## src/rtl/io64_uart_tx_if.sv

```systemverilog
// Bundle between the CPU output-port word and the UART serialiser: word in, line and status out.
interface io64_uart_tx_if;
  logic [15:0] IO64_OUT;
  logic        TX;
  logic        BUSY;
  logic        OVF;

  modport master (output IO64_OUT, input TX, BUSY, OVF);
  modport slave  (input IO64_OUT, output TX, BUSY, OVF);
endinterface

```

## src/rtl/io64_uart_tx.sv

```systemverilog
// Queues every new IO64_OUT word and sends it as two UART bytes, low byte first, without stalling the CPU.
// Define IO64_UART_TX_PARITY_EN to append an even-parity bit to each byte.
module io64_uart_tx #(
  parameter int CLK_DIV    = 16,
  parameter int FIFO_DEPTH = 4
) (
  input  logic          CLK,
  input  logic          RESET,
  io64_uart_tx_if.slave io
);
  localparam int              AW        = $clog2(FIFO_DEPTH);
  localparam int              CW        = AW + 1;
  localparam logic [15:0]     BAUD_LAST = 16'(CLK_DIV - 1);
  localparam logic [CW-1:0]   FULL      = CW'(FIFO_DEPTH);

  typedef enum logic [2:0] {
    IDLE,
    START,
    DATA,
    STOP
`ifdef IO64_UART_TX_PARITY_EN
    , PARITY
`endif
  } state_t;

  state_t          state, state_nx;
  logic [15:0]     prev;
  logic [15:0]     word;
  logic [15:0]     mem [FIFO_DEPTH];
  logic [AW-1:0]   wr_ptr, rd_ptr;
  logic [CW-1:0]   count;
  logic [15:0]     baud;
  logic [2:0]      bit_cnt;
  logic            hi;
  logic            ovf;
  logic            push_req, push_ok, pop, baud_done, tx_bit;
  logic [7:0]      cur_byte;

  assign push_req  = io.IO64_OUT != prev;
  assign pop       = (state == IDLE) && (count != '0);
  // A full queue still accepts a word on the cycle the FSM drains one.
  assign push_ok   = push_req && ((count < FULL) || pop);
  assign baud_done = baud == BAUD_LAST;
  assign cur_byte  = hi ? word[15:8] : word[7:0];

  always_ff @(posedge CLK or posedge RESET) begin
    if (RESET) begin
      prev   <= '0;
      wr_ptr <= '0;
      rd_ptr <= '0;
      count  <= '0;
      ovf    <= 1'b0;
    end else begin
      prev <= io.IO64_OUT;
      if (push_ok) wr_ptr <= wr_ptr + 1'b1;
      if (pop)     rd_ptr <= rd_ptr + 1'b1;
      if (push_ok && !pop)      count <= count + 1'b1;
      else if (pop && !push_ok) count <= count - 1'b1;
      if (push_req && !push_ok) ovf <= 1'b1;
    end
  end

  always_ff @(posedge CLK) begin
    if (push_ok) mem[wr_ptr] <= io.IO64_OUT;
  end

  always_ff @(posedge CLK or posedge RESET) begin
    if (RESET) state <= IDLE;
    else       state <= state_nx;
  end

  always_ff @(posedge CLK or posedge RESET) begin
    if (RESET) begin
      baud    <= '0;
      bit_cnt <= '0;
      hi      <= 1'b0;
      word    <= '0;
    end else begin
      // Baud timer restarts on every state entry and at every bit boundary.
      if (state == IDLE || state_nx != state || baud_done) baud <= '0;
      else                                                 baud <= baud + 16'd1;
      if (pop) begin
        word    <= mem[rd_ptr];
        hi      <= 1'b0;
        bit_cnt <= '0;
      end else begin
        if (state == DATA && baud_done) bit_cnt <= bit_cnt + 3'd1;
        if (state == STOP && baud_done) hi      <= 1'b1;
      end
    end
  end

  always_comb begin
    state_nx = state;
    tx_bit   = 1'b1;
    case (state)
      IDLE:  if (count != '0) state_nx = START;
      START: begin
        tx_bit = 1'b0;
        if (baud_done) state_nx = DATA;
      end
      DATA: begin
        tx_bit = cur_byte[bit_cnt];
`ifdef IO64_UART_TX_PARITY_EN
        if (baud_done && bit_cnt == 3'd7) state_nx = PARITY;
`else
        if (baud_done && bit_cnt == 3'd7) state_nx = STOP;
`endif
      end
`ifdef IO64_UART_TX_PARITY_EN
      PARITY: begin
        tx_bit = ^cur_byte;
        if (baud_done) state_nx = STOP;
      end
`endif
      STOP:    if (baud_done) state_nx = hi ? IDLE : START;
      default: state_nx = IDLE;
    endcase
  end

  assign io.TX   = tx_bit;
  assign io.BUSY = (state != IDLE) || (count != '0);
  assign io.OVF  = ovf;
endmodule
```

## src/flat_wrapper.sv

```systemverilog
// flat-port wrapper written by rule: the top's interface ports become plain ports
module io64_uart_tx_flat 
#(
  parameter int CLK_DIV    = 16,
  parameter int FIFO_DEPTH = 4
)
  (CLK, RESET, io_IO64_OUT, io_TX, io_BUSY, io_OVF);
  io64_uart_tx_if io_i ();
  input  logic CLK;
  input  logic RESET;
  input wire logic [$bits(io_i.IO64_OUT)-1:0] io_IO64_OUT;
  output wire logic [$bits(io_i.TX)-1:0] io_TX;
  output wire logic [$bits(io_i.BUSY)-1:0] io_BUSY;
  output wire logic [$bits(io_i.OVF)-1:0] io_OVF;
  assign io_i.IO64_OUT = io_IO64_OUT;
  assign io_TX = io_i.TX;
  assign io_BUSY = io_i.BUSY;
  assign io_OVF = io_i.OVF;
  io64_uart_tx #(.CLK_DIV(CLK_DIV), .FIFO_DEPTH(FIFO_DEPTH)) u_core (.CLK(CLK), .RESET(RESET), .io(io_i));
endmodule
```

## config.mk

```make
export PLATFORM = sky130hd
export DESIGN_NAME = io64_uart_tx_flat
export DESIGN_NICKNAME = d
export VERILOG_FILES = /design/src/rtl/io64_uart_tx_if.sv /design/src/rtl/io64_uart_tx.sv /design/src/flat_wrapper.sv
export SDC_FILE = /design/constraint.sdc
export NUM_CORES = 1
export LEC_CHECK = 0
export CAP_MARGIN = 10
export CORE_UTILIZATION = 45
export CTS_CLUSTER_DIAMETER = 80
export DETAILED_ROUTE_END_ITERATION = 10
export PLACE_DENSITY = 0.68
export SLEW_MARGIN = 20
export SYNTH_ARGS = -nofsm -noshare
export SYNTH_HDL_FRONTEND = slang
export SYNTH_SLANG_ARGS = --single-unit
```

## constraint.sdc

```tcl
create_clock -name CLK -period 5 [get_ports CLK]
set_input_delay 1.5 -clock CLK [delete_from_list [all_inputs] [get_ports CLK]]
set_output_delay 1.5 -clock CLK [all_outputs]
set_load 0.01 [all_outputs]
```

# == After elaboration in Yosys (flattened, before gate mapping) ==
# Memories as Yosys holds them, arrays and structs flattened. A register that Yosys moved wholly into a read port is not among the register bits.
# Cells that the tools add are included.
# totals
ff_bits,47
mem_count,1
elab_cells,64
ramBits,64
# memory_table
memory,depth,word_bits,rd,rd_clocked_by_memory_dff,write_ports,line,source
u_core.mem,4,16,1,1,1,io64_uart_tx.sv:29,logic [15:0] mem [FIFO_DEPTH];
# classes
mux,19
add_sub_neg,6
eq_ne,7
magnitude_cmp,2
n_reduce_logical,20
# op_table
operator,count
$mux 3,8
$add 16x1->16 const B,1
$eq 16x4->1 const B,1
$mux 16,1
$ne 16x16->1,1
$pmux 3 s4,1
$logic_and 1x1->1,8
$mux 8,1
$add 3x1->3 const B,2
$eq 3x2->1 const B,2
$mux 1,6
$reduce_bool 2->1,3
$reduce_bool 3->1,2
$add 2x1->2 const B,2
$logic_or 1x1->1,4
$lt 3x4->1 const B,1
$bmux 1 s3,1
$eq 3x1->1 const B,1
$eq 3x3->1 const B,1
$logic_not 3->1,1
$lt 3x3->1 const B,1
$ne 3x3->1,1
$sub 3x1->3 const B,1
$logic_not 1->1,2
$pmux 1 s2,1

# == Depth between registers and ports, before layout ==
# Gate-level depths: netlist of the first run.
# logic_depth
depth_word,8
depth_mapped,12

# == Least setup slack after synthesis of the first run ==
# Ideal clock, no wire load.
# synth_timing
path_kind,input port to flip-flop
start,input port io_IO64_OUT[6]
end,register u_core.count[1]
setup_ns,0.125
arrival_time_ns,3.099
required_ns,4.875
cell_stages,8
path_slack_ns,1.777
path_cell_list,xor2_1 -> nor4_1 -> nand4_1 -> a21boi_4 -> ha_1 -> inv_1 -> fa_1 -> mux2_2
# synth_between
elab_chain_len,5
word_cells_on_any_way,7
classes_between,eq/ne: 1; mux: 1; reduce/logical: 5
# synth_lines
element,line,source
from (decl),flat_wrapper.sv:11,input wire logic [$bits(io_i.IO64_OUT)-1:0] io_IO64_OUT;
$ne 16x16->1 (*),io64_uart_tx.sv:39,assign push_req = io.IO64_OUT != prev;
$logic_and 1x1->1 (*),io64_uart_tx.sv:42,assign push_ok = push_req && ((count < FULL) || pop);
net u_core.push_ok,io64_uart_tx.sv:36,"logic push_req, push_ok, pop, baud_done, tx_bit;"
$logic_not 1->1,io64_uart_tx.sv:58,else if (pop && !push_ok) count <= count - 1'b1;
$logic_and 1x1->1,io64_uart_tx.sv:58,
$reduce_bool 2->1 (no source line),--,
to (signal assigned),io64_uart_tx.sv:57,if (push_ok && !pop) count <= count + 1'b1;
to (signal assigned),io64_uart_tx.sv:58,
to (decl),io64_uart_tx.sv:31,logic [CW-1:0] count;
# Mark *: on every way through the listed nets, which the timed path passes. The rest lies on a longest branch.
# A chain may end at the register's enable or synchronous reset.

# == Final worst setup path of the first run ==
# layout_timing
start,register u_core.bit_cnt[0]
end,output port io_TX
# layout_between
elab_chain_len,3
# layout_lines
element,line,source
from (decl),io64_uart_tx.sv:33,logic [2:0] bit_cnt;
from (signal assigned),io64_uart_tx.sv:87,if (state == DATA && baud_done) bit_cnt <= bit_cnt + 3'd1;
$bmux 1 s3,io64_uart_tx.sv:103,tx_bit = cur_byte[bit_cnt];
$mux 1 (not written as such),io64_uart_tx.sv:103,
$pmux 1 s2,io64_uart_tx.sv:96,case (state)
to (decl),flat_wrapper.sv:12,output wire logic [$bits(io_i.TX)-1:0] io_TX;
# Every way passes these cells. The select of a mux whose other input is x is not followed.

==> results of run 1 <==
## power breakdown
group / switching (mW) / internal (mW)
clock network: 0.445 / 0.747
logic: 0.378 / 0.318
registers: 0.132 / 1.40
## layout by cell type, fill, tap and decap left out, types with 9 or more instances in the layout
cell             synthesis  routed
xor2_1                  27      27
dfrtp_1                 63      63
edfxtp_1                64      64
clkdlybuf4s50_1          0      20
inv_1                   10       9
mux4_2                  19      19
nand3_1                  9       9
nand2_1                 57      57
clkbuf_16                0      17
nor2_1                  18      18
## per-stage QoR
step	setup slack (ns)	instance area, µm²	util	instances	power [mW]
floorplan	1.78	5220	-	356	2.05
global placement	0.769	5550	0.501	507	2.24
detailed placement	0.710	5550	0.501	507	2.26
CTS	1.00	6130	0.554	539	3.47
global route	0.925	6130	0.554	539	3.61
finish	1.03	6130	0.554	539	3.42
## per-layer routing
layer,wire length (µm),track usage
met1,4150,0.235
met2,4620,0.288
met3,347,0.0539
met4,84,0.0676
met5,0,0
## final cells by class
| class | count | area (µm²) |
|---|---|---|
| Sequential cell | 127 | 3500 |
| Clock inverter | 13 | 141 |
| Multi-Input combinational cell | 205 | 1600 |
| Clock buffer | 19 | 443 |
| Timing Repair Buffer | 24 | 230 |
| Fill cell | 876 | 4940 |
| Tap cell | 140 | 175 |
| Inverter | 11 | 43.8 |
## critical path, cell delays in order, from the launching register on
cell and delay, ns:
dfrtp_1 0.60, mux4_2 0.57, nand3_1 0.10, nand4_1 0.12, a21o_1 0.21, clkdlybuf4s50_1 0.47
## worst paths after layout
path | endpoint | slack (ns) | start | cells after the start
setup / recovery | io_TX | 1.03 | u_core.bit_cnt[0] | 5
hold / removal | u_core.word[13] | 0.47 | u_core.word[13] | 2
setup reg to reg | u_core.mem[3][6] | 2.29 | u_core.state[2] | 6
hold reg to reg | u_core.word[13] | 0.47 | u_core.word[13] | 2
max in group asynchronous | u_core.word[6] | 2.64 | RESET | 3
min in group asynchronous | u_core.baud[12] | 1.63 | RESET | 2
## kinds of logic (layout without fill, tap and decap cells)
| kind of cell | count (synthesis) | count (layout) | synth area share |
|---|---|---|---|
| and+or+nand+nor | 123 | 123 | 0.116 |
| buffers and inverters | 24 | 67 | 0.0232 |
| xor gates and xnor gates | 35 | 35 | 0.0587 |
| DFF | 127 | 127 | 0.670 |
| muxes | 23 | 23 | 0.0901 |
| adders and majority gates | 9 | 9 | 0.0230 |
| other | 1 | 1 | 0.000718 |
| AOI/OAI and AO/OA | 14 | 14 | 0.0180 |
## state kept, by name, indices dropped and copies added (netlist names), 2 cells and up
register / flops
u_core.rd_ptr: 2
u_core.mem: 64
u_core.bit_cnt: 3
u_core.wr_ptr: 2
u_core.baud: 16
u_core.word: 16
u_core.count: 3
u_core.prev: 16
u_core.state: 3
==> flow_summary.toml, run 1 <==
[critical_path]
critPathArrivalTime_ns = 2.47
worstSetupPathType = "reg2out"
crit_path_max_fanout = 8
required_ns = 3.50
cp-start-kind = "flop"
end_kind = "primary output"

[floorplanning]
start_util = 0.471
io_pins = 21
die_area_mm2 = 0.0120
core_area_mm2 = 0.0111
rows = 38
die_h_um = 110
chipWidth_um = 110

[place]
portBuffers = 20
dp_hpwl_um = 5690
place_congestion = 0.750

[synthesis]
netlist_instances = 356
yosysMostFrequentCell = "edfxtp_1"
syn-cell-area_mm2 = 0.00522
syn_avg_cell_area_um2 = 14.7
ys_seq_area_frac = 0.670
synthTopCellsByArea = "edfxtp_1 (37%), dfrtp_1 (30%), mux4_2 (8.2%), xor2_1 (4.5%), nand2_1 (4.1%)"
synth_top_flop_cell = "edfxtp_1"
synth_top_cell_area_share = 0.368
synth_commonest_cells = "edfxtp_1 (64), dfrtp_1 (63), nand2_1 (57)"
synth_area_leader_cell = "edfxtp_1"
syn-num-nets = 383
yosysUniqueCellTypes = 45
synth_warnings = 0
ys_seq_elements = 127
synth_edf_count = 64
async_reset_ff_frac = 0.496

[global_routing]
grt_max_degree = 45
grt_overflow = 0
antenna_found_initial = 0
grt_pass1_wl_um = 15600
grt_pass1_vias = 2977
grtUsageTotal = 0.181

[layout]
layout-drive-gt1-share = 0.160
num_antenna_cells = 0
syn_to_final_growth_pct = 17.5
final_nets = 413

[drt]
via_per_inst = 5.22
wl_per_cell_um = 17.1
drtIter0Drc = 178
drcViolationCount = 0
vias = 2813
wl_um = 9200
ant_nets = 0
drt_first_pass_iters = 4

[sta]
max_freq_ghz = 0.252
relSlewSlack = 0.368
worst_pin_slew_ns = 0.948
fin_crit_sh = 0.794
finalHoldViolCount = 0
fin_tns_setup_ns = 0
whs_ns = 0.470
rsz0062_at_grt = "no"
slew_violations = 0
fin_crit_ns = 3.97
setup_viol = 0
fin_worst_skew_ns = 0.0109

[flow_run]
maxCapViolCount = 0

[power]
power_density_mw_per_mm2 = 558
ir_drop_v = 0.000344
leakagePower_nw = 2.40

[clock_tree]
path_clk_slew_ns = 0.05
cts_root_buf = "clkbuf_16"
cts_setup_buffers = 0
cts-htree-levels = 4
cts.sinks = 127
cts_made_buffers = 17
cts_tree = "done"
clk_latency_ns = 0.41
cts_resized = 0
ctsLongestPathBuffers = 2
hold_buffers = 0

[worst_hold_path]
hold_class = "reg2reg"

[outcome]
status = "finished, final reports clean"
(Power assumes the default switching activity.)
==> run 2: changes to the inputs <==
==> constraint.sdc (replaced) <==
create_clock -name CLK -period 3.9 [get_ports CLK]
set_input_delay 1.17 -clock CLK [delete_from_list [all_inputs] [get_ports CLK]]
set_output_delay 1.17 -clock CLK [all_outputs]
set_load 0.01 [all_outputs]
==> run 2 against run 1 <==
Against the previous run:
- register-to-register slack got worse by 0.85 ns
- sequential cell count did not move
- hold slack improved by 0.0030 ns
- first-iteration DRC count rose by 11%
- total power rose by 34%
- worst setup slack got worse by 0.75 ns
- die area did not move
- largest cell class unchanged
==> flow_summary.toml, run 2 (synthesis results as in run 1) <==
[sta]
relSlewSlack = 0.440
fin_crit_ns = 3.62
fin_worst_skew_ns = 0.00896
fin_tns_setup_ns = 0
setup_viol = 0
rsz0062_at_grt = "no"
max_freq_ghz = 0.276
finalHoldViolCount = 0
slew_violations = 0
fin_crit_sh = 0.928
worst_pin_slew_ns = 0.840

[global_routing]
grt_pass1_wl_um = 15000
grt_overflow = 0
grtUsageTotal = 0.175
grt_max_degree = 47
antenna_found_initial = 0
grt_pass1_vias = 2991

[layout]
largest_reg_flops = 64
final_nets = 425
fill_cells = 874
layout-drive-gt1-share = 0.187
syn_to_final_growth_pct = 20.1
num_antenna_cells = 0
final_cell_mix = "edfxtp_1 (64), dfrtp_1 (63), nand2_1 (57)"
post-route-util = 0.566
final_common_cell = "edfxtp_1"
regMostFlops = "u_core.mem"

[critical_path]
worstReg2RegStart = "u_core.count[2]"
end_kind = "primary output"
r2r_slack_ns = 1.44
required_ns = 2.73
cp_cell_sequence = "mux4_2 -> nand3_1 -> nand4_1 -> a21o_1 -> clkdlybuf4s50_1"
ff2ff_path_depth = 8
r2r-end = "u_core.count[1]"
cp-start-kind = "flop"
crit_slowest_cell = "dfrtp_1"
max_stage_delay_ns = 0.58
critPathArrivalTime_ns = 2.45
crit_path_max_fanout = 8
cp_num_buf_inv = 1
crit_family = "flip-flops"
worstSetupPathType = "reg2out"

[drt]
wl_per_cell_um = 16.3
via_per_inst = 5.22
drcViolationCount = 0
drtIter0Drc = 198
ant_nets = 0
drt_first_pass_iters = 4
wl_um = 8970
vias = 2877

[floorplanning]
die_h_um = 110
core_area_mm2 = 0.0111
start_util = 0.471
io_pins = 21
rows = 38
chipWidth_um = 110
die_area_mm2 = 0.0120

[place]
portBuffers = 20
place_congestion = 0.777
dp_hpwl_um = 5800

[clock_tree]
cts_made_buffers = 17
hold_buffers = 0
cts.sinks = 127
ctsLongestPathBuffers = 2
path_clk_slew_ns = 0.06
cts_setup_buffers = 0
cts_resized = 0
clk_latency_ns = 0.41
cts_tree = "done"
cts-htree-levels = 4
cts_root_buf = "clkbuf_16"

[worst_hold_path]
min_path_cells = 2
hold_class = "reg2reg"
min_to = "u_core.word[7]"
hp-start = "u_core.word[7]"

[power]
leakagePower_nw = 2.48
ir_drop_v = 0.000467
power_density_mw_per_mm2 = 729

[flow_run]
maxCapViolCount = 0

[outcome]
status = "finished, final reports clean"
## run 2: power breakdown
group / switching [mW] / internal [mW] / total [mW]
clock network: 0.576 / 1.09 / 1.66
registers: 0.169 / 1.79 / 1.96
logic: 0.496 / 0.456 / 0.952
total: 1.24 / 3.33 / 4.57
## run 2: how the worst max path moves through the flow
stage / end / startpoint / depth (start not counted) / slack, ns
final: io_TX / u_core.bit_cnt[0] / 5 / 0.28
after global routing: io_TX / u_core.bit_cnt[0] / 6 / 0.10
after CTS: io_TX / u_core.bit_cnt[0] / 5 / 0.25
after detailed placement: u_core.count[1] / io_IO64_OUT[1] / 9 / 0.11
after global placement: u_core.count[1] / io_IO64_OUT[1] / 9 / 0.18
after floorplan: u_core.count[1] / io_IO64_OUT[6] / 8 / 1.01
## run 2: layer usage
| metal | vias to the layer above | GRT usage | routed length, µm |
|---|---|---|---|
| met4 | 0 | 0.0838 | 170 |
| met5 | - | 0 | 0 |
| met1 | 1445 | 0.221 | 4090 |
| met2 | 55 | 0.273 | 4370 |
| li1 | 1358 | - | - |
| met3 | 19 | 0.0575 | 333 |
## run 2: per-stage QoR
| step | cells | hold WS, ns | setup WS [ns] | power (mW) | area (µm²) |
|---|---|---|---|---|---|
| after floorplan | 356 | 0.440 | 1.01 | 2.62 | 5220 |
| after global placement | 519 | 0.455 | 0.178 | 2.92 | 5640 |
| after detailed placement | 519 | 0.462 | 0.110 | 2.95 | 5640 |
| after CTS | 551 | 0.475 | 0.251 | 4.63 | 6270 |
| after global routing | 551 | 0.494 | 0.102 | 4.82 | 6270 |
| final | 551 | 0.473 | 0.280 | 4.57 | 6270 |
## run 2: worst reg2reg max path, stage by stage (launching register included)
cell	delay [ns]
dfrtp_1	0.45
nor3_1	0.32
and2b_1	0.26
inv_4	0.24
a21boi_4	0.13
ha_1	0.22
inv_1	0.07
fa_1	0.39
mux2_2	0.26
## run 2: cell type report
| class | count | area [µm²] | share of cell area |
|---|---|---|---|
| clock buffers | 19 | 443 | 0.0706 |
| inverters | 11 | 45.0 | 0.00718 |
| flip-flops and latches | 127 | 3500 | 0.558 |
| multi-input cells | 205 | 1600 | 0.256 |
| well taps | 140 | 175 | 0.0279 |
| repair buffers | 36 | 320 | 0.0511 |
| clock inverters | 13 | 186 | 0.0297 |
